===== config.mk =====
export PLATFORM = sky130hd
export DESIGN_NAME = input_port_fifo_flat
export DESIGN_NICKNAME = d
export VERILOG_FILES = /design/src/rtl/input_port_fifo_if.sv /design/src/rtl/input_port_fifo.sv /design/src/flat_wrapper.sv
export SDC_FILE = /design/constraint.sdc
export NUM_CORES = 1
export LEC_CHECK = 0
export BUFFER_PORTS_ARGS = -buffer_cell sky130_fd_sc_hd__buf_2
export CAP_MARGIN = 10
export CORE_ASPECT_RATIO = 1.25
export CORE_MARGIN = 10
export CORE_UTILIZATION = 56
export CTS_CLUSTER_SIZE = 8
export DETAILED_ROUTE_END_ITERATION = 6
export PLACE_DENSITY = 0.86
export REMOVE_ABC_BUFFERS = 1
export SETUP_SLACK_MARGIN = 0.15
export SLEW_MARGIN = 30
export SYNTH_ARGS = -nofsm -noshare
export SYNTH_HDL_FRONTEND = slang
export SYNTH_SLANG_ARGS = --single-unit

===== constraint.sdc =====
create_clock -name clk -period 3.02 [get_ports clk]
set_input_delay 0.755 -clock clk [delete_from_list [all_inputs] [get_ports clk]]
set_output_delay 0.755 -clock clk [all_outputs]
set_load 0.05 [all_outputs]

===== src/rtl/input_port_fifo_if.sv =====
// Producer-side valid/ready handshake for the input port FIFO.
// master: the nibble producer. slave: the FIFO.
interface input_port_fifo_if;
  logic [3:0] in_data;
  logic       in_valid;
  logic       in_ready;

  modport master (output in_data, output in_valid, input in_ready);
  modport slave  (input in_data, input in_valid, output in_ready);
endinterface


===== src/rtl/input_port_fifo.sv =====
// Buffered input port in front of the CPU's i_pins.
// A producer pushes nibbles into a small FIFO. The FIFO head drives i_pins.
// Each executed i_pins-read instruction, decoded from ir, pops exactly one entry.
// Optional: define INPUT_PORT_FIFO_UNDERFLOW_STICKY_EN to add a sticky
// 'underflow' flag. It sets when a read is decoded while the FIFO is empty.
module input_port_fifo #(
  parameter int unsigned DEPTH       = 8,
  parameter logic [7:0]  IR_MATCH    = 8'b10_000_100,
  parameter logic [7:0]  IR_MASK     = 8'b11_000_111,
  parameter logic [3:0]  EMPTY_VALUE = 4'h0,
  localparam int unsigned AW = $clog2(DEPTH),
  localparam int unsigned CW = AW + 1
) (
  input  logic                clk,
  input  logic                sync_reset,
  input_port_fifo_if.slave    prod,
  input  logic [7:0]          ir,
  output logic [3:0]          i_pins,
  output logic                empty,
  output logic                full,
`ifdef INPUT_PORT_FIFO_UNDERFLOW_STICKY_EN
  output logic                underflow,
`endif
  output logic [CW-1:0]       fifo_count
);

  logic [3:0]    mem_q [DEPTH];
  logic [3:0]    mem_d [DEPTH];
  logic [AW-1:0] wr_ptr_q, wr_ptr_d;
  logic [AW-1:0] rd_ptr_q, rd_ptr_d;
  logic [CW-1:0] count_q,  count_d;
  logic          rd_hit, push, pop;

  // Status flags come from the count. The pointers alone cannot tell full from empty.
  always_comb begin
    empty      = (count_q == '0);
    full       = (count_q == CW'(DEPTH));
    fifo_count = count_q;
  end

  // Handshake and read decode. in_ready deliberately ignores pop, so ir cannot reach it.
  always_comb begin
    prod.in_ready = ~full & ~sync_reset;
    rd_hit        = ((ir & IR_MASK) == (IR_MATCH & IR_MASK));
    push          = prod.in_valid & prod.in_ready;
    pop           = rd_hit & ~empty & ~sync_reset;
    i_pins        = empty ? EMPTY_VALUE : mem_q[rd_ptr_q];
  end

  // Next-state computation for the storage, pointers and count.
  always_comb begin
    mem_d    = mem_q;
    wr_ptr_d = wr_ptr_q;
    rd_ptr_d = rd_ptr_q;
    count_d  = count_q;
    if (sync_reset) begin
      wr_ptr_d = '0;
      rd_ptr_d = '0;
      count_d  = '0;
    end else begin
      if (push) begin
        mem_d[wr_ptr_q] = prod.in_data;
        wr_ptr_d        = AW'(wr_ptr_q + 1'b1);
      end
      if (pop) rd_ptr_d = AW'(rd_ptr_q + 1'b1);
      case ({push, pop})
        2'b10:   count_d = CW'(count_q + 1'b1);
        2'b01:   count_d = CW'(count_q - 1'b1);
        default: count_d = count_q;
      endcase
    end
  end

  // Pointer and count registers. The reset is synchronous.
  always_ff @(posedge clk) begin
    wr_ptr_q <= wr_ptr_d;
    rd_ptr_q <= rd_ptr_d;
    count_q  <= count_d;
  end

  // Storage has no reset. Its contents are meaningless while count is 0.
  always_ff @(posedge clk) begin
    mem_q <= mem_d;
  end

`ifdef INPUT_PORT_FIFO_UNDERFLOW_STICKY_EN
  logic underflow_q, underflow_d;

  // Sticky flag for a read decoded while empty. Only reset clears it.
  always_comb begin
    underflow_d = underflow_q;
    if (sync_reset)            underflow_d = 1'b0;
    else if (rd_hit && empty)  underflow_d = 1'b1;
    underflow = underflow_q;
  end

  // Underflow register.
  always_ff @(posedge clk) begin
    underflow_q <= underflow_d;
  end
`endif

endmodule


===== src/flat_wrapper.sv =====
// flat-port wrapper written by rule: the top's interface ports become plain ports
module input_port_fifo_flat 
#(
  parameter int unsigned DEPTH       = 8,
  parameter logic [7:0]  IR_MATCH    = 8'b10_000_100,
  parameter logic [7:0]  IR_MASK     = 8'b11_000_111,
  parameter logic [3:0]  EMPTY_VALUE = 4'h0,
  localparam int unsigned AW = $clog2(DEPTH),
  localparam int unsigned CW = AW + 1
)
  (clk, sync_reset, ir, i_pins, empty, full, fifo_count, prod_in_data, prod_in_valid, prod_in_ready);
  input_port_fifo_if prod_i ();
  input  logic clk;
  input  logic sync_reset;
  input  logic [7:0] ir;
  output logic [3:0] i_pins;
  output logic empty;
  output logic full;
  output logic [CW-1:0] fifo_count;
  input wire logic [$bits(prod_i.in_data)-1:0] prod_in_data;
  input wire logic [$bits(prod_i.in_valid)-1:0] prod_in_valid;
  output wire logic [$bits(prod_i.in_ready)-1:0] prod_in_ready;
  assign prod_i.in_data = prod_in_data;
  assign prod_i.in_valid = prod_in_valid;
  assign prod_in_ready = prod_i.in_ready;
  input_port_fifo #(.DEPTH(DEPTH), .IR_MATCH(IR_MATCH), .IR_MASK(IR_MASK), .EMPTY_VALUE(EMPTY_VALUE)) u_core (.clk(clk), .sync_reset(sync_reset), .prod(prod_i), .ir(ir), .i_pins(i_pins), .empty(empty), .full(full), .fifo_count(fifo_count));
endmodule

# Word level (Yosys, flattened, before mapping)
# Index checks and enable logic that the tools add are counted.
[classes]
add_sub_neg = 4
order_cmp = 3
eq_ne = 4
muxes = 8
bitwise = 9
reduce_logical = 4
[op_table]
columns = ["operator", "count"]
rows = [
  ["$bwmux W32", 1],
  ["$mux W4", 4],
  ["$bmux W4 S3", 1],
  ["$demux W4 S3", 1],
  ["$ge A4 B4 Y1 const B", 2],
  ["$not A3 Y4", 2],
  ["$pmux W4 S2", 1],
  ["$add A3 B1 Y3 const B", 2],
  ["$eq A5 B5 Y1 const B", 1],
  ["$add A4 B1 Y4 const B", 1],
  ["$and A1 B1 Y1", 4],
  ["$eq A4 B4 Y1 const B", 1],
  ["$logic_not A4 Y1", 1],
  ["$lt A4 B1 Y1 const B", 1],
  ["$sub A4 B1 Y4 const B", 1],
  ["$not A1 Y1", 3],
  ["$eq A2 B1 Y1 const B", 1],
  ["$eq A2 B2 Y1 const B", 1],
  ["$reduce_and A2 Y1", 1],
  ["$reduce_bool A2 Y1", 1],
  ["$logic_and A1 B1 Y1", 1],
]
[totals]
ff_bits = 42
in_bits = 15
out_inout_bits = 11
wordCells = 43

# Logic depth before layout (Yosys ltp)
[logic_depth]
ltp_word = 6
ltp_mapped = 10
depth_no_buf = 10

# Worst setup path after synthesis
# OpenSTA, ideal clock, no wires.
[synth_path]
path_type = "flip-flop to flip-flop"
start = "reg u_core.count_q[0], in the netlist u_core.fifo_count[0]"
end = "reg u_core.count_q[3], in the netlist u_core.fifo_count[3]"
setup_ns = 0.071
arrival_ns = 3.035
required_time_ns = 2.949
slack_ns = -0.086
stages_incl_launch_ff = 9
period_less_slack_ns = 3.106
path_cell_list = "dfxtp_1 > nor4_4 > nor4_1 > ha_1 > ha_1 > a21oi_1 > a21oi_1 > or4_1 > a21oi_1"
[synth_between]
elab_chain_len = 6
word_cells_on_any_way = 14
cone_classes = "2 x add/sub; 3 x eq/ne; 1 x mux; 6 x bitwise; 2 x reduce/logical"
[synth_rtl]
columns = ["element", "line_no", "text"]
rows = [
  ["start, declared", "input_port_fifo.sv:31", "logic [CW-1:0] count_q, count_d;"],
  ["start signal, assigned", "input_port_fifo.sv:78", "count_q <= count_d;"],
  ["$logic_not A4 Y1 (*)", "input_port_fifo.sv:36", "empty = (count_q == '0);"],
  ["via empty", "flat_wrapper.sv:17", "output logic empty;"],
  ["$not A1 Y1 (*)", "input_port_fifo.sv:46", "pop = rd_hit & ~empty & ~sync_reset;"],
  ["$and A1 B1 Y1 (*) (2 in a row)", "input_port_fifo.sv:46", ""],
  ["via u_core.pop", "input_port_fifo.sv:32", "logic rd_hit, push, pop;"],
  ["$eq A2 B1 Y1 or $eq A2 B2 Y1 (tied branches)", "input_port_fifo.sv:66", "case ({push, pop})"],
  ["$pmux W4 S2 or $reduce_bool A2 Y1 (tied branches)", "--", ""],
]
# The timed path passes the listed nets; every way through them passes the cells marked *.
# A chain may end at the register's enable or synchronous reset.

# Worst setup path after layout
[layout_path]
start = "in ir[1]"
end = "reg u_core.count_q[3], in the netlist u_core.fifo_count[3]"
[layout_between]
elab_chain_len = 5
word_cells_on_any_way = 7
cone_classes = "3 x eq/ne; 1 x mux; 2 x bitwise; 1 x reduce/logical"
[layout_rtl]
columns = ["element", "line_no", "text"]
rows = [
  ["start, declared", "flat_wrapper.sv:15", "input logic [7:0] ir;"],
  ["$eq A5 B5 Y1 (*)", "input_port_fifo.sv:44", "rd_hit = ((ir & IR_MASK) == (IR_MATCH & IR_MASK));"],
  ["$and A1 B1 Y1 (*) (2 in a row)", "input_port_fifo.sv:46", ""],
  ["via u_core.pop", "input_port_fifo.sv:32", ""],
  ["$eq A2 B1 Y1 or $eq A2 B2 Y1 (tied branches)", "input_port_fifo.sv:66", ""],
  ["$pmux W4 S2 or $reduce_bool A2 Y1 (tied branches)", "--", ""],
]
# Marks and branches as above.

==> flow_metrics.env <==
export IMPL_dieArea_um2=6015
export IMPL_synth_area_per_cell_um2=14.91
export IMPL_finalHoldViolCount=0
export IMPL_path_class="in2reg"
export IMPL_io_pins=26
export IMPL_synth_area_um2=1849
export IMPL_postCtsHoldBufs=0
export IMPL_finalCritPeriodShare_pct=90.45
export IMPL_fmax_mhz=366.1
export IMPL_p_leak_uw=0.0007329
export IMPL_period_minus_slack_ps=2732
export IMPL_met2_length_mm=1.763
export IMPL_io_buffers=22
export IMPL_synth_seq_cells=42
export IMPL_routed_wl_mm=3.388
export IMPL_final_nets=175
export IMPL_power_share_switching_pct=23.69
export IMPL_end_kind="flop"
export IMPL_synth_edff_count=32
export IMPL_highest_layer="met4"
export IMPL_drt_iter0_drc=77
export IMPL_yosysTopAreaCell="edfxtp_1"
export IMPL_via_per_inst=5.557
export IMPL_grt_overflow=0
export IMPL_syn2layout_area_growth_pct=14.68
export IMPL_drtPass1Iterations=4
export IMPL_slew_headroom_pct=53.86
export IMPL_setup_viol=0
export IMPL_cp_required_ps=3240
export IMPL_hp_class="reg2reg"
export IMPL_cts_buffers=5
export IMPL_status="finished, final reports clean"
export IMPL_grt_pass1_wl_mm=5.513
export IMPL_clk_latency_ps=290
export IMPL_postCtsSetupBuffers=0
export IMPL_layout_setup_ws_ps=288.3
export IMPL_die_h_um=84.25
export IMPL_hold_slack_ps=517.9
export IMPL_diodes=0
export IMPL_synthFlopType="edfxtp_1"
export IMPL_cts_tree="done"
export IMPL_num_vias=1067
export IMPL_dr_wl_met3_um=213
export IMPL_nFillCells=224
export IMPL_synth_top_cell_area_share_pct=51.96
export IMPL_start_util_pct=57.89
export IMPL_power_switching_uw=255.9
export IMPL_clk_pin_slew_worst_paths_ps=80
export IMPL_drive_above_1_share_pct=32.26
export IMPL_wl_met1_mm=1.345
export IMPL_synthArstFlopShare_pct=0
export IMPL_cp_arrival_ps=2960
export IMPL_fp_coreArea_um2=3194
export IMPL_rows=23
export IMPL_yosysSeqAreaShare_pct=62.79
export IMPL_gp_congestion=0.7685
export IMPL_cts_max_level=2
export IMPL_skew_ps=3.928
export IMPL_post_drt_wl_per_cell_um=17.65
export IMPL_seq_power_share_pct=59.1
export IMPL_netlist_top_cells_area="edfxtp_1, dfxtp_1, mux4_2, nor2_1, ha_1"
export IMPL_tightest_slew_ps=686.8
export IMPL_drc=0
export IMPL_synthCells=124
export IMPL_cts_root_buf="clkbuf_8"
export IMPL_grt_usage_pct=11.53
export IMPL_grt_max_degree=14
export IMPL_rsz0062_at_grt="no"
export IMPL_place_hpwl_mm=2.546
export IMPL_power_share_clock_pct=31.9
export IMPL_cp_max_fo=3
export IMPL_synth_cell_types=30
export IMPL_finalMaxSlewViolations=0
export IMPL_register_area_um2=1162
export IMPL_antenna_found_initial=0
export IMPL_ys_warn_count=0
export IMPL_cts_sinks=42
export IMPL_critPathLaunchType="input port"
export IMPL_multi_input_area_um2=663.1
export IMPL_cellPowerDensity_nw_per_um2=509.4
export IMPL_pwr_share_comb_pct=9.0
export IMPL_first_global_vias=1148
export IMPL_pre_cts_slack_ps=49.48
export IMPL_ir_drop_v=0.0003611
export IMPL_die_w_um=71.40
export IMPL_final_antenna_net_count=0
export IMPL_cap_violations=0
export IMPL_clk_path_buf_depth=2
export IMPL_cts_resized=0
export IMPL_power_internal_uw=824.3
-- cells in the final DEF (no fill, tap or decap), drive strengths merged, types with 3 or more instances in the layout --
master	synthesis	layout
xor2	3	3
ha	5	5
buf	2	27
mux4	8	8
nor2	20	20
mux2i	5	5
nor3	3	3
clkbuf	2	6
inv	4	4
edfxtp	32	32
a21oi	6	6
nand2	4	4
dfxtp	10	10
nand2b	5	5
-- sequential cells by signal, indices dropped and copies added (netlist names) --
signal / flops
u_core.mem_q: 32
u_core.wr_ptr_q: 3
u_core.fifo_count: 4
u_core.rd_ptr_q: 3
-- path summary, 6_finish.rpt --
kind,from,to,slack [ps],cells past startpoint
setup / recovery,ir[1],u_core.fifo_count[3],290,9
hold / removal,u_core.wr_ptr_q[0],u_core.wr_ptr_q[0],520,2
setup reg to reg,u_core.fifo_count[0],u_core.fifo_count[3],530,8
hold reg to reg,u_core.wr_ptr_q[0],u_core.wr_ptr_q[0],520,2
-- area by class of cell --
class / count / area share [%]
tap: 37 / 2.183
clock buffer: 6 / 3.422
multi-input combinational: 74 / 31.27
sequential: 42 / 54.81
clock inverter: 2 / 0.6490
inverter: 4 / 0.7080
timing repair buffer: 27 / 6.962
-- through the flow --
stage / utilization [%] / area [µm²] / std cells / power, µW / TNS (ps)
after floorplan: - / 1833 / 120 / 711.5 / -85.15
after global placement: 63.45 / 2027 / 184 / 743.7 / 0
after detailed placement: 63.45 / 2027 / 184 / 748.4 / 0
after global routing: 66.39 / 2121 / 192 / 1126 / 0
after CTS: 66.16 / 2113 / 192 / 1090 / 0
final: 66.39 / 2121 / 192 / 1080 / 0
-- power by group through the flow --
stage	clock network, µW	registers (µW)	logic [µW]
after floorplan	0	657	54.8
after global placement	0	651	93.0
after detailed placement	0	652	96.8
after CTS	354	638	97.4
after global routing	381	640	106
final	345	638	97.2
-- layer usage --
layer  vias up  global-route usage [%]
met5         -                       0
met4         0                   5.820
met3         7                   4.829
met2        29                   18.73
met1       510                   12.46
li1        521                       -
-- synth_stat cells, types with 2 or more instances --
cell and number:
xnor2_1 2, a21oi_1 6, nor3_1 2, nand2b_1 5, mux4_2 8, edfxtp_1 32
nand2_1 4, xor2_1 3, inv_1 4, ha_1 5, clkbuf_1 2, nor2_1 20
dfxtp_1 10, mux2i_1 5
-- critical path, stage by stage --
cell,delay (ps)
buf_2,90
or3_1,410
nor4_2,210
ha_1,250
ha_1,290
a21oi_1,190
a21oi_1,120
or4_1,490
a21oi_1,150
-- kinds of logic (layout without fill, tap and decap cells) --
group	count (synthesis)	count (layout)	share of synthesized area [%]
buf+inv	8	39	1.691
xor+xnor	5	5	2.368
simple gates	42	42	13.94
flops	42	42	62.79
fa+ha+maj	6	6	4.466
mux	13	13	12.45
compound gates	8	8	2.300
Power figures use the tool's default switching activity.
